## config.mk

```make
export PLATFORM = sky130hd
export DESIGN_NAME = packet_sum_accumulator_flat
export DESIGN_NICKNAME = d
export VERILOG_FILES = /design/src/rtl/packet_sum_accumulator_if.sv /design/src/rtl/packet_sum_accumulator.sv /design/src/flat_wrapper.sv
export SDC_FILE = /design/constraint.sdc
export NUM_CORES = 1
export LEC_CHECK = 0
export BUFFER_PORTS_ARGS = -buffer_cell sky130_fd_sc_hd__buf_4
export CAP_MARGIN = 5
export CORE_MARGIN = 5
export CORE_UTILIZATION = 58
export DETAILED_ROUTE_END_ITERATION = 7
export GPL_ROUTABILITY_DRIVEN = 0
export PLACE_DENSITY = 0.8
export SLEW_MARGIN = 0
export SYNTH_ARGS = -nofsm -noshare
export SYNTH_HDL_FRONTEND = slang
export SYNTH_SLANG_ARGS = --single-unit
```

## constraint.sdc

```tcl
create_clock -name clk -period 4.15 [get_ports clk]
set_clock_uncertainty 0.2 [all_clocks]
set_input_delay 0.6225 -clock clk [delete_from_list [all_inputs] [get_ports clk]]
set_output_delay 0.6225 -clock clk [all_outputs]
set_load 0.05 [all_outputs]
```

## src/rtl/packet_sum_accumulator_if.sv

```systemverilog
// Beat-in / record-out handshake bundle for packet_sum_accumulator.
// master drives beats and out_ready; slave is the accumulator.
interface packet_sum_accumulator_if #(
   parameter int WIDTH = 8,
   parameter int ACC_W = 16,
   parameter int CNT_W = 8
) ();
   logic [WIDTH:0]   in_sum;
   logic             in_valid;
   logic             in_ready;
   logic             in_last;
   logic [ACC_W-1:0] out_total;
   logic [CNT_W-1:0] out_count;
   logic             out_ovf;
   logic             out_valid;
   logic             out_ready;

   modport master (
      output in_sum, in_valid, in_last, out_ready,
      input  in_ready, out_total, out_count, out_ovf, out_valid
   );

   modport slave (
      input  in_sum, in_valid, in_last, out_ready,
      output in_ready, out_total, out_count, out_ovf, out_valid
   );
endinterface

```

## src/rtl/packet_sum_accumulator.sv

```systemverilog
// packet_sum_accumulator: sums every beat of a packet, emits {total, count, ovf} one cycle after the last beat.
// in_ready = !out_valid | out_ready; optional PKT_SAT_EN clamps the accumulator instead of wrapping.
module packet_sum_accumulator #(
   parameter int WIDTH = 8,
   parameter int ACC_W = 16,
   parameter int CNT_W = 8
) (
   input logic                    clk,
   input logic                    rst,
   packet_sum_accumulator_if.slave bus
);
   typedef enum logic {IDLE, ACCUM} state_t;

   state_t           state_q, state_d;
   logic [ACC_W-1:0] acc_q, acc_d;
   logic [CNT_W-1:0] cnt_q, cnt_d;
   logic             ovf_q, ovf_d;
   logic [ACC_W-1:0] out_total_q, out_total_d;
   logic [CNT_W-1:0] out_count_q, out_count_d;
   logic             out_ovf_q, out_ovf_d;
   logic             out_valid_q, out_valid_d;

   logic             in_ready;
   logic             accept;
   logic             first_beat;
   logic [ACC_W-1:0] acc_base;
   logic [ACC_W:0]   sum_w;
   logic [ACC_W-1:0] acc_res;
   logic [CNT_W-1:0] cnt_base, cnt_next;
   logic             cnt_wrap, ovf_next;

   assign in_ready      = !out_valid_q || bus.out_ready;
   assign accept        = bus.in_valid && in_ready;
   assign bus.in_ready  = in_ready;
   assign bus.out_total = out_total_q;
   assign bus.out_count = out_count_q;
   assign bus.out_ovf   = out_ovf_q;
   assign bus.out_valid = out_valid_q;

   always_comb begin
      first_beat = (state_q == IDLE);
      acc_base   = first_beat ? '0 : acc_q;
      sum_w      = {1'b0, acc_base} + {{(ACC_W - WIDTH){1'b0}}, bus.in_sum};
`ifdef PKT_SAT_EN
      // Once clamped, any further non-zero beat carries again, so the max value sticks.
      acc_res    = sum_w[ACC_W] ? '1 : sum_w[ACC_W-1:0];
`else
      acc_res    = sum_w[ACC_W-1:0];
`endif
      cnt_base   = first_beat ? '0 : cnt_q;
      cnt_wrap   = &cnt_base;
      cnt_next   = cnt_wrap ? cnt_base : cnt_base + CNT_W'(1);
      ovf_next   = (!first_beat && ovf_q) || sum_w[ACC_W] || cnt_wrap;
   end

   always_comb begin
      state_d     = state_q;
      acc_d       = acc_q;
      cnt_d       = cnt_q;
      ovf_d       = ovf_q;
      out_total_d = out_total_q;
      out_count_d = out_count_q;
      out_ovf_d   = out_ovf_q;
      out_valid_d = out_valid_q;

      if (bus.out_ready) begin
         out_valid_d = 1'b0;
      end

      if (accept) begin
         if (bus.in_last) begin
            out_total_d = acc_res;
            out_count_d = cnt_next;
            out_ovf_d   = ovf_next;
            out_valid_d = 1'b1;
            acc_d       = '0;
            cnt_d       = '0;
            ovf_d       = 1'b0;
            state_d     = IDLE;
         end else begin
            acc_d   = acc_res;
            cnt_d   = cnt_next;
            ovf_d   = ovf_next;
            state_d = ACCUM;
         end
      end
   end

   always_ff @(posedge clk or posedge rst) begin
      if (rst) begin
         state_q     <= IDLE;
         acc_q       <= '0;
         cnt_q       <= '0;
         ovf_q       <= 1'b0;
         out_total_q <= '0;
         out_count_q <= '0;
         out_ovf_q   <= 1'b0;
         out_valid_q <= 1'b0;
      end else begin
         state_q     <= state_d;
         acc_q       <= acc_d;
         cnt_q       <= cnt_d;
         ovf_q       <= ovf_d;
         out_total_q <= out_total_d;
         out_count_q <= out_count_d;
         out_ovf_q   <= out_ovf_d;
         out_valid_q <= out_valid_d;
      end
   end
endmodule
```

## src/flat_wrapper.sv

```systemverilog
// flat-port wrapper written by rule: the top's interface ports become plain ports
module packet_sum_accumulator_flat 
#(
   parameter int WIDTH = 8,
   parameter int ACC_W = 16,
   parameter int CNT_W = 8
)
  (clk, rst, bus_in_sum, bus_in_valid, bus_in_last, bus_out_ready, bus_in_ready, bus_out_total, bus_out_count, bus_out_ovf, bus_out_valid);
  packet_sum_accumulator_if #(.WIDTH(WIDTH), .ACC_W(ACC_W), .CNT_W(CNT_W)) bus_i ();
  input logic clk;
  input logic rst;
  input wire logic [$bits(bus_i.in_sum)-1:0] bus_in_sum;
  input wire logic [$bits(bus_i.in_valid)-1:0] bus_in_valid;
  input wire logic [$bits(bus_i.in_last)-1:0] bus_in_last;
  input wire logic [$bits(bus_i.out_ready)-1:0] bus_out_ready;
  output wire logic [$bits(bus_i.in_ready)-1:0] bus_in_ready;
  output wire logic [$bits(bus_i.out_total)-1:0] bus_out_total;
  output wire logic [$bits(bus_i.out_count)-1:0] bus_out_count;
  output wire logic [$bits(bus_i.out_ovf)-1:0] bus_out_ovf;
  output wire logic [$bits(bus_i.out_valid)-1:0] bus_out_valid;
  assign bus_i.in_sum = bus_in_sum;
  assign bus_i.in_valid = bus_in_valid;
  assign bus_i.in_last = bus_in_last;
  assign bus_i.out_ready = bus_out_ready;
  assign bus_in_ready = bus_i.in_ready;
  assign bus_out_total = bus_i.out_total;
  assign bus_out_count = bus_i.out_count;
  assign bus_out_ovf = bus_i.out_ovf;
  assign bus_out_valid = bus_i.out_valid;
  packet_sum_accumulator #(.WIDTH(WIDTH), .ACC_W(ACC_W), .CNT_W(CNT_W)) u_core (.clk(clk), .rst(rst), .bus(bus_i));
endmodule
```

Word-level counts from Yosys, hierarchy flattened --
Cells that the tools add are included.
Operators by class: add/subtract/negate cells 2, mux-type cells 10, reductions and logical operators 8
Operators with widths (count):
- $mux 16 | 2
- $mux 8 | 3
- $add 16x9->17 | 1
- $add 8x1->8 const B | 1
- $reduce_and 8->1 | 1
- $mux 1 | 5
- $logic_or 1x1->1 | 3
- $logic_and 1x1->1 | 2
- $reduce_and 2->1 | 1
- $logic_not 1->1 | 1
Word-level totals: register bits 52, input bits 14, output and inout port bits 27, word-level logic and storage cells 28

Depth between registers and ports, before layout --
Gate-level depths: netlist of the first run.
depth in word-level cells 5, mapped depth 12, gate-level depth less buffers 9

Worst setup path after synthesis of the first run --
Ideal clock, no wire load.
path kind reg-to-reg, from register u_core.state_q, to register u_core.acc_q[14], setup time 116 ps, arrival 2763 ps, data required time 3834 ps, slack 1072 ps, cell stages (with the launch flop) 13, buffers on the path 3, clock period less this slack 3078 ps, path through dfrtp_1 -> buf_6 -> clkbuf_1 -> clkbuf_1 -> and2_1 -> ha_1 -> inv_1 -> fa_1 -> nor2b_1 -> o2111a_1 -> o211ai_1 -> a2111o_1 -> o311ai_0
On the way: longest elaborated chain between the ends 3
Ends and longest elaborated chain:
- start: declaration | RTL line packet_sum_accumulator.sv:14 | state_t state_q, state_d;
- start signal: assignment | RTL line packet_sum_accumulator.sv:100 | state_q <= state_d;
- $mux 16 | RTL line packet_sum_accumulator.sv:42 | acc_base = first_beat ? '0 : acc_q;
- $add 16x9->17 | RTL line packet_sum_accumulator.sv:43 | sum_w = {1'b0, acc_base} + {{(ACC_W - WIDTH){1'b0}}, bus.in_sum};
- $mux 16 | RTL line packet_sum_accumulator.sv:71 | if (bus.in_last) begin
- end signal: assignment | RTL line packet_sum_accumulator.sv:92 | acc_q <= '0;
- end signal: assignment | RTL line packet_sum_accumulator.sv:101 | acc_q <= acc_d;
- end: declaration | RTL line packet_sum_accumulator.sv:15 | logic [ACC_W-1:0] acc_q, acc_d;
No other way between the ends. A chain may end at the register's enable or synchronous reset.

Worst setup path after layout of the first run --
from register u_core.state_q, to register u_core.out_total_q[12] (netlist: u_core.bus.out_total[12])
On the way: longest elaborated chain between the ends 2
Ends and longest elaborated chain:
- $mux 16 | RTL line packet_sum_accumulator.sv:42
- $add 16x9->17 | RTL line packet_sum_accumulator.sv:43
- end signal: assignment | RTL line packet_sum_accumulator.sv:104 | out_total_q <= out_total_d;
- end: declaration | RTL line packet_sum_accumulator.sv:18 | logic [ACC_W-1:0] out_total_q, out_total_d;
No other way between the ends.

==> results by stage, run 1 <==
Status:
- The run finished with clean final reports.

Routing:
- The total detailed-routing wirelength is 7.663 mm.
- The starting DRC count in detailed routing is 130.
- The number of nets still failing antenna checks after routing is 0.
- Detailed routing placed a total of 3.813 mm of wire on met2.
- In the final routing, the length of wire on met1 measures 3.308 mm.
- The total number of vias is 2836.
- In this run the top signal layer used is met4.
- After detailed routing, the number of remaining DRC violations is 0.
- Using the TritonRoute via totals, the vias-per-cell ratio works out to 6.179.
- Dividing the detail-routed wire length by the instance count gives 16.69 um.
- The met3 wirelength from detailed routing is 443 um.
- Before antenna repair, the detailed router went through 5 iterations.

Cells and area:
- Cells with a size suffix above 1 make up 15.68% of the layout.
- The top cell types in the final layout, fill and taps aside, are 52 x dfrtp_1, 50 x nand2_1, 45 x buf_4.
- The number of nets in the finished design is 413.
- The design area is 3557 um2.
- The antenna diode count is 0.
- The library cell used most frequently in the layout, excluding fill and tap cells, is dfrtp_1.
- The layout overhead on the synthesized area is 13.18%.

Clock network:
- After clock tree synthesis, the clock-pin slew on the worst setup and hold paths is 0.10 ns.
- The number of buffers added to fix hold violations after cts is 0.
- TritonCTS built the clock tree.
- The number of buffers created by CTS is 5.
- Clock tree synthesis found a total of 52 sinks.
- The tree is rooted in a clkbuf_8.
- Counting along the longest clock path gives a buffer depth of 2.
- For the worst-skew pair, the clock arrives at the later sink with an insertion delay of 0.31 ns.
- The H-tree was split into 2 levels.
- The number of post-CTS setup repair buffers is 0.
- The post-cts sizing count is 0.

Timing:
- The post-route minimum period is 3.029 ns.
- The final worst setup slack is 1.121 ns.
- The headroom to the max-slew limit is 28.32%.
- The final number of max-transition violations is 0.
- The final setup violation count is 0.
- The number of endpoints with negative hold slack in the final report was 0.
- For the final routed database, the setup TNS stands at 0 ns.
- The actual transition at the worst max-transition pin is 1.074 ns.
- Across all hold checks on the routed design, the worst slack comes to 0.2873 ns.
- Setup repair after global routing left no endpoint under its margin.
- After layout, the worst path uses 72.98% of the clock period.
- The upper clock frequency limit is 330.2 MHz.

Worst setup path:
- Walking the worst path, the cells encountered are and2_1 -> ha_1 -> inv_1 -> fa_1 -> nor2b_1 -> o2111ai_1 -> a21boi_0 -> o221ai_1 -> a31oi_1.
- For the worst setup path, the data arrival time is 3.05 ns.
- The depth of the most critical reg-to-reg path is 9.
- The worst register-to-register path has a setup slack of 1.12 ns.
- The number of buffers and inverters on the critical path is 1.
- The slowest stage of the critical path is the dfrtp_1 cell.
- The biggest cell delay along the critical path is 0.58 ns.
- The element type at the critical path end is a flop.
- The critical path crosses 9 cells after its start point.
- Data on the critical path is required at its endpoint by 4.17 ns.
- In this run the worst path has a maximum fanout of 13.
- The largest delay contributor family on the critical path is compound AO/OA/AOI/OAI gates.
- The type of the worst setup path is reg2reg.
- STA classifies the critical path startpoint as a flop.

Placement:
- The placed instances occupy a cell area of 3468 um2.
- The number of buffers added on ports is 40.
- The wire-length estimate of the detail-placed layout is 5.523 mm.
- At the placement stage, the worst setup path has a slack of 1.206 ns.

Power:
- VDD sags by at most 0.3571 mV.
- The net switching power is 0.6308 mW.
- Summed over all cells, the static leakage comes to 1.587 nW.
- The total power divided by cell area is 432.7 nW/um2.
- The internal portion of total power is 0.9086 mW.
- The switching portion of total power is 40.98%.
- The clock network accounts for 19.0% of the total power.
- The share of total power dissipated in sequential elements is 41.2%.
- The combinational cell fraction of total power is 39.8%.

Floorplan:
- Row generation in the floorplan step produced 26 rows.
- The die is 83.62 um tall.
- In this run the horizontal extent of the chip is 83.62 um.
- The core box area is 5172 um2.
- The count of boundary I/O pins is 41.
- Once the floorplan was initialized, standard cells occupied 60.76% of the core.
- The die outline area is 6991 um2.

Synthesis:
- Synthesis instantiated 54 different standard cells from the library.
- The number of nets produced by synthesis is 378.
- Counting flops with a built-in enable in the synthesized netlist gives 0.
- A synthesized cell averages 8.904 um2.
- The async set-or-reset flop fraction in the synthesized netlist is 100.0%.
- The register bit count reported by yosys is 52.
- After synthesis the cells add up to 3143 um2.
- Yosys attributes the largest share of cell area to dfrtp_1 41%, nand2_1 6.0%, ha_1 4.0%, o21ai_0 3.8%, nand3_1 3.2%.
- In the synthesized netlist, the number of instances is 353.
- The most used flip-flop cell after synthesis is dfrtp_1.
- The area fraction of the dominant cell type after synthesis is 41.40%.
- The largest total area in the synthesized netlist belongs to dfrtp_1.
- The warning count from the yosys run is 0.
- Sequential cells were found to cover 41.40% of the synthesized design area.

Hold path:
- Counting instances, the worst hold path has a depth of 2.
- The worst min-delay path category is reg2reg.

Run:
- The tool flagged a number of max-cap violations equal to 0.

Global route:
- The maximum number of pins on one net before global-route repair is 53.
- The via count of the first global-routing pass is 2806.
- The first-pass GRT wire length is 13.16 mm.
- The combined global-route utilization of all metal layers is 22.46%.
- The number of antenna violations at the first check in global routing came to 0.
- After global routing the overflow that remains totals 0.
[kinds of logic after synthesis]
kind of cell	Yosys count	share of synthesized area (%)
compound gates	104	23.21
simple gates	139	21.06
mux	6	2.070
flops	52	41.40
buf+inv	31	4.856
xor+xnor	10	2.787
fa+ha+maj	11	4.618
[registers in the layout, indices dropped and copies added (netlist names)]
signal / flops
u_core.acc_q: 16
u_core.bus.out_count: 8
u_core.bus.out_ovf: 1
u_core.bus.out_total: 16
u_core.bus.out_valid: 1
u_core.cnt_q: 8
u_core.ovf_q: 1
u_core.state_q: 1
[worst reg2reg max path: cells and delay by family (launching register included)]
kind | cells | cell delay, ns
compound gates | 4 | 1.10
flops | 1 | 0.58
fa+ha+maj | 2 | 0.57
simple gates | 2 | 0.43
buf+inv | 1 | 0.06
[Yosys cell counts (2+ instances only)]
cell and n:
a21oi_1 11, o21a_1 5, mux2_2 4, a31oi_1 9, a221o_1 2, a211oi_1 4, or2_2 2, nand3_1 20
ha_1 10, a21o_1 5, nand2_1 50, dfrtp_1 52, nand4_1 2, a22o_1 5, nor3_1 6, nor2_1 26
a32o_1 2, a211o_1 2, inv_1 13, and2_1 11, o31ai_1 7, xor2_1 3, nor2b_1 2, xnor2_1 7
a2111o_1 2, o2111ai_1 8, clkbuf_1 11, nand3b_1 3, mux2i_1 2, or4_1 2, nor4_1 2, buf_6 3
nand2b_1 5, o21ai_0 24, o211ai_1 9, and3_1 4
[path summary, 6_finish.rpt]
check	startpoint	to
max in group asynchronous	rst	u_core.acc_q[3]
worst max-delay path	u_core.state_q	u_core.bus.out_total[12]
min in group asynchronous	rst	u_core.bus.out_total[1]
worst max register to register	u_core.state_q	u_core.bus.out_total[12]
worst min-delay path	u_core.bus.out_count[4]	u_core.bus.out_count[4]
worst min register to register	u_core.bus.out_count[4]	u_core.bus.out_count[4]
[per-layer routing]
metal / GRT usage, % / vias to the layer above
li1: - / 1362
met1: 29.84 / 1376
met2: 37.67 / 88
met3: 3.850 / 10
met4: 6.433 / 0
met5: 0 / -
[layout make-up]
class	count	area, um2
fill	434	1615
clock inverter	2	16.27
timing repair buffer	45	337.8
clock buffer	6	72.57
inverter	14	52.55
multi-input combinational	270	1689
sequential	52	1301
tap	70	87.58
[power groups by stage]
stage	Sequential, mW	Combinational [mW]	Clock, mW
after floorplan	0.811	0.266	0
after global placement	0.639	0.598	0
after detailed placement	0.642	0.612	0
after CTS	0.633	0.613	0.295
after global routing	0.644	0.661	0.325
final	0.634	0.613	0.293
[metrics by stage]
step	cells	power, mW	utilization, %
finish	459	1.539	68.77
detailed placement	451	1.254	67.05
global route	459	1.631	68.77
floorplan	353	1.077	-
global placement	451	1.237	67.05
CTS	459	1.541	68.77
(Power assumes the default switching activity.)
==> inputs of run 2 (changes only) <==
==> constraint.sdc (replaced) <==
create_clock -name clk -period 2.8 [get_ports clk]
set_clock_uncertainty 0.2 [all_clocks]
set_input_delay 0.42 -clock clk [delete_from_list [all_inputs] [get_ports clk]]
set_output_delay 0.42 -clock clk [all_outputs]
set_load 0.05 [all_outputs]
==> run 2 against run 1 <==
Effect of this change: largest power group is now combinational cells; combinational power up 55%; setup slack worse by 0.99 ns; clock power up 53%; worst hold slack worse by 0.058 ns; global-route usage up 1.4 points; critical path depth down 1; core utilization up 2.5 points; critical endpoint is now u_core.bus.out_total[9]; die area unchanged.
==> results by stage, run 2 (same netlist as run 1, synthesis figures left out) <==
Power:
- The switching portion of total power is 40.31%.
- The standby leakage power is 1.658 nW.
- IR analysis of the VDD net gives a maximum drop of 0.5970 mV.
- The internal portion of total power is 1.391 mW.
- The total power divided by cell area is 632.0 nW/um2.
- The share of total power in the clock network is 19.2%.
- After layout, the design draws a total of 2.331 mW.
- Sequential cells burn 40.2% of the power.
- The net switching power is 0.9396 mW.
- Of the total power, combinational logic draws 40.7%.

Worst setup path:
- The type of the worst setup path is reg2reg.
- The depth of the most critical reg-to-reg path is 8.
- The worst setup path is captured at a flop.
- At the worst endpoint, the arrival time is 2.70 ns.
- The setup check on the worst reg-to-reg path leaves a slack of 0.13 ns.
- The critical path capture point is u_core.bus.out_total[9].
- The endpoint identified for the worst register-to-register timing path is u_core.bus.out_total[9].
- The required arrival time at the worst endpoint is 2.83 ns.
- The reg-to-reg critical path startpoint is u_core.state_q.
- The maximum fanout along the worst path is 9.
- In this run the worst setup path begins at u_core.state_q.
- The worst setup path is launched from a flop.

Run:
- The tool flagged a number of max-cap violations equal to 0.

Routing:
- The final routed wire length divided by cell count is 17.30 um.
- The via-per-instance ratio is 6.296.
- For this block, the initial DRC count from the detailed router was 236.
- Across all layers, the routed design uses 2978 vias.
- In the routed design, unresolved DRC markers number 0.
- The number of nets still failing antenna checks after routing is 0.
- For this block, the routed nets add up to 8.185 mm of wire.
- The first detailed-routing pass took 6 iterations.

Global route:
- The number of antenna violations at the first check in global routing came to 0.
- The combined global-route utilization of all metal layers is 23.88%.
- The remaining global-route overflow is 0.
- The first-pass GRT wire length is 14.02 mm.
- The via count of the first global-routing pass is 2850.
- Entering global routing, the biggest net connects 28 pins.

Cells and area:
- 0 antenna diodes ended up in the layout.
- Of the cells placed in the final design, the portion with a size suffix greater than 1 is 19.85%.
- In the final design database the tool counted 427 nets.
- The layout overhead on the synthesized area is 17.36%.
- In the layout the commonest cells are 58 x buf_4, 51 x dfrtp_1, 50 x nand2_1.
- The most common cell after layout, fill and taps aside is buf_4.

Clock network:
- The worst-skew pair later-pin latency is 0.30 ns.
- The maximum number of buffers from clock root to sink is 2.
- The CTS tree is done.
- The clock-pin slew on the worst setup and hold paths is 0.09 ns.
- The H-tree was split into 2 levels.
- The number of clock sinks is 52.
- CTS placed an instance of clkbuf_8 at the clock tree root.
- The number of buffers created by CTS is 5.

Timing:
- The final critical path takes up 95.22% of the cycle.
- The headroom to the max-slew limit is 36.33%.
- The final setup violation count is 0.
- The final number of max-transition violations was 0.
- The number of endpoints with negative hold slack in the final report was 0.
- Static timing analysis puts the maximum clock frequency at 375.1 MHz.
- The final sum of negative setup slack is 0 ns.
- For the finished layout, the period the worst path requires is 2.666 ns.
- Setup repair after global routing left no endpoint under its margin.
- The actual transition at the worst max-transition pin is 0.9515 ns.

Hold path:
- The worst min-delay path category is in2reg.

Floorplan:
- The core box area is 5172 um2.
- In this run the count of I/O pins placed on the die edge is 41.
- The die outline area is 6991 um2.
- The starting density of the core is 60.76%.
- The cell row count is 26.
- The die boundary height is 83.62 um.
- In this run the horizontal extent of the chip is 83.62 um.

Status:
- The run finished with clean final reports.

Placement:
- The number of buffers added on ports is 40.
- The sum of net half-perimeters after detailed placement is 5.853 mm.
run 2: worst min-delay path by stage:
| stage | from | endpoint | slack (ns) | cells past startpoint |
|---|---|---|---|---|
| 6_report | bus_in_last | u_core.acc_q[1] | 0.23 | 2 |
| 5_1_grt | bus_in_last | u_core.acc_q[2] | 0.23 | 2 |
| 4_1_cts | bus_in_last | u_core.acc_q[1] | 0.22 | 2 |
| 3_5_place_dp | rst | u_core.bus.out_valid | 0.16 | 2 |
| 3_3_place_gp | rst | u_core.bus.out_valid | 0.16 | 2 |
| 2_1_floorplan | u_core.acc_q[0] | u_core.acc_q[0] | 0.23 | 2 |
run 2: critical path, stage by stage, from the launching register on:
cell and delay [ns]:
dfrtp_2 0.47, buf_4 0.16, and2_1 0.16, ha_1 0.37, and3_1 0.28, and2_1 0.22
o21a_1 0.17, or4_1 0.49, nand3_1 0.09
run 2: through the flow:
step	instance area, um2	hold WS [ns]	utilization, %	instances	worst slack (ns)
6_report	3689	0.2293	71.31	473	0.1339
5_1_grt	3689	0.2269	71.31	473	0.001356
4_1_cts	3671	0.2219	70.97	471	0.04745
3_5_place_dp	3568	0.1628	68.99	462	0.1169
3_3_place_gp	3568	0.1619	68.99	462	0.2357
2_1_floorplan	3181	0.2304	-	353	0.03112
run 2: area by class of cell:
cell class,count,area [um2]
fillers,411,1484
repair buffers,59,445.4
clock buffers,6,82.58
clock inverters,2,10.01
well taps,70,87.58
inverters,14,52.55
flip-flops and latches,52,1303
multi-input cells,270,1708
run 2: timing repair:
item                                   4_1_cts  5_1_grt
hold buffers                                 1        0
buffers inserted                             0        2
endpoints found under the hold margin       10        0
setup endpoints to repair                    0        6
gates resized for setup                      0        2
run 2: power groups by stage:
stage / clock network (mW) / logic, mW / registers, mW
floorplan: 0 / 0.408 / 1.20
global placement: 0 / 0.914 / 0.946
detailed placement: 0 / 0.932 / 0.950
CTS: 0.453 / 0.938 / 0.936
global route: 0.483 / 1.02 / 0.949
finish: 0.447 / 0.948 / 0.936
run 2: metal layers:
layer / global-route usage, % / part of all wire [%] / wire, um
met2: 38.61 / 48 / 3967
met1: 33.69 / 43 / 3541
met4: 4.825 / 1.2 / 102
met5: 0 / 0 / 0
met3: 4.344 / 7.0 / 574
==> inputs of run 3 (changes only) <==
--- a/config.mk
+++ b/config.mk
@@ -5,7 +5,7 @@
 export SDC_FILE = /design/constraint.sdc
 export NUM_CORES = 1
 export LEC_CHECK = 0
-export BUFFER_PORTS_ARGS = -buffer_cell sky130_fd_sc_hd__buf_4
+export BUFFER_PORTS_ARGS = -buffer_cell sky130_fd_sc_hd__buf_2
 export CAP_MARGIN = 5
 export CORE_MARGIN = 5
 export CORE_UTILIZATION = 58
==> run 3 against run 2 <==
Effect of this change: worst hold slack improved by 0.051 ns; flip-flop and latch count did not move; non-clock buffer count decreased by 3; register-to-register slack better by 0.12 ns; largest power group is now registers; critical path depth is 1 higher.
==> results by stage, run 3 (same netlist as run 1, synthesis figures left out) <==
Global route:
- The first-pass GRT wire length is 13.51 mm.
- The total overflow left after global routing is 0.
- The maximum number of pins on one net before global-route repair is 30.
- The via count of the first global-routing pass is 2822.
- The combined global-route utilization of all metal layers is 23.32%.
- The number of antenna violations at the first check in global routing is 0.

Worst setup path:
- The critical path's slowest cell is a2111o_1.
- The required arrival time at the worst endpoint is 2.81 ns.
- STA classifies the critical path endpoint as a flop.
- The signal on the critical path passes through and2_1 -> ha_1 -> inv_1 -> fa_2 -> nor2b_2 -> o2111a_1 -> o211ai_1 -> a2111o_1 -> o311ai_0.
- The setup slack of the most critical reg-to-reg path is 0.26 ns.
- Of all nets on the critical path, the largest fanout is 4.
- The startpoint type of the worst setup path is a flop.
- The biggest cell delay along the critical path is 0.44 ns.
- The data arrival time of the worst path is 2.55 ns.
- The worst setup path is of the reg2reg kind.

Placement:
- The sum of net half-perimeters after detailed placement is 5.648 mm.
- The number of buffers added on ports is 40.
- Before CTS, the worst setup slack after placement is 0.2604 ns.
- The total placed cells including tap cells is 461.
- The instance area after placement is 3461 um2.

Clock network:
- After clock tree synthesis, the flow added hold-fix buffers numbering 1.
- The worst-skew pair later-pin latency is 0.31 ns.
- Clock-pin slew was measured on the worst setup and hold paths at 0.10 ns.
- The number of buffers created by CTS is 5.
- The clock tree root driver cell is clkbuf_8.
- The clock drives 52 sinks.
- The maximum number of buffers from clock root to sink is 2.
- After clock tree synthesis, the setup repair step added 0 buffers.
- The H-tree was split into 2 levels.
- The CTS tree is done.
- The post-cts sizing count is 0.

Routing:
- Using the TritonRoute via totals, the vias-per-cell ratio works out to 6.151.
- After detailed routing, the number of remaining DRC violations is 0.
- The number of iterations in the first detailed-routing pass is 5.
- Summing over every cut layer, the via total after detailed routing is 2891.
- Wires add up to 7.768 mm.
- The detailed router finished its first iteration with 264 violations.
- In the final routed layout, each cell accounts on average for 16.53 um.
- The number of nets still failing antenna checks after routing is 0.

Floorplan:
- In this run the vertical extent of the chip is 83.62 um.
- The initialized floorplan defines 26 standard-cell rows.
- In this run the horizontal extent of the chip is 83.62 um.
- The floorplan step defined a die boundary enclosing 6991 um2.
- The initial utilization of the core area, before any placement, comes to 60.76%.
- After floorplanning, the core was sized to cover 5172 um2.
- Pin placement for this block handled 41 I/O pins.

Power:
- Per report_power, the combinational group accounts for 37.9% of the total.
- The maximum resistive drop on vdd is 0.6627 mV.
- The share of total power in the clock network is 22.4%.
- In this run the static leakage power is 1.630 nW.
- The switching portion of total power is 40.07%.
- The proportion of power drawn by flip-flops and latches is 39.7%.
- The internal portion of the total power is 1.403 mW.
- The final total power is 2.341 mW.
- The net switching power is 0.9380 mW.
- In this run the power density over the cells is 654.1 nW/um2.

Run:
- The total of max-cap violations is 0.

Hold path:
- In this run the worst hold path is classified as reg2reg.

Cells and area:
- At the end of the flow the core is filled with cells to 69.18%.
- The most common cell after layout, fill and taps aside is dfrtp_1.
- The post-route netlist has 18.50% of its cells at a drive strength greater than 1.
- The number of nets in the finished design is 424.
- The area growth from synthesis to layout is 13.85%.
- The design area is 3578 um2.
- The non-filler instance count after layout is 470.
- Leaving out fill and tap cells, the most frequent cells in the layout are 52 x dfrtp_1, 50 x nand2_1, 40 x buf_2.
- The antenna diode count is 0.

Timing:
- Subtracting the final worst setup slack from the clock period gives 2.541 ns.
- In the finished design, the share of the clock period the worst path needs comes to 90.76%.
- The worst slack on hold paths is 0.2806 ns.
- Setup repair after global routing left no endpoint under its margin.
- The final worst setup slack is 0.2588 ns.
- The final number of max-transition violations is 0.
- Based on the critical path, the design can be clocked at up to 393.5 MHz.
- Summed over all failing endpoints, the final setup total negative slack is 0 ns.
- The headroom to the max-slew limit is 43.20%.
- The number of endpoints with negative hold slack in the final report is 0.
- Setup violations remaining at the end of the flow were counted as 0.
- At the pin with the least slew margin, the transition time is 0.8488 ns.

Status:
- The flow ran to the end, and the final reports show no timing, DRC or antenna violations.
run 3: layout make-up:
| cell class | count | area, um2 |
|---|---|---|
| clock inverters | 2 | 35.03 |
| inverters | 14 | 52.55 |
| flip-flops and latches | 52 | 1301 |
| multi-input cells | 270 | 1707 |
| repair buffers | 56 | 322.8 |
| well taps | 70 | 87.58 |
| clock buffers | 6 | 72.57 |
| fillers | 407 | 1594 |
run 3: power groups by stage:
stage               combinational [mW]  clock [mW]  sequential [mW]
floorplan                        0.408           0             1.20
global placement                 0.867           0            0.937
detailed placement               0.881           0            0.942
CTS                              0.886       0.529            0.928
global route                     0.957       0.562            0.946
finish                           0.887       0.525            0.929
run 3: layer usage:
metal  global-route usage (%)  routed length [um]
met1                    31.96                3397
met2                    36.66                3665
met3                    4.640                 523
met4                    8.480                 182
met5                        0                   0
run 3: worst paths after layout:
check / startpoint / to / depth (start not counted)
setup / recovery: u_core.state_q / u_core.acc_q[14] / 9
hold / removal: u_core.bus.out_count[4] / u_core.bus.out_count[4] / 2
setup reg to reg: u_core.state_q / u_core.acc_q[14] / 9
hold reg to reg: u_core.bus.out_count[4] / u_core.bus.out_count[4] / 2
max in group asynchronous: rst / u_core.bus.out_ovf / 4
min in group asynchronous: rst / u_core.bus.out_count[7] / 3
run 3: worst max-delay path: cells and delay by family, from the launching register on:
family / cells / cell delay [ns]
AO/OA/AOI/OAI: 4 / 0.97
adder cells (fa/ha/maj): 2 / 0.53
buffers and inverters: 1 / 0.05
flip-flops: 1 / 0.37
AND/OR/NAND/NOR: 2 / 0.32
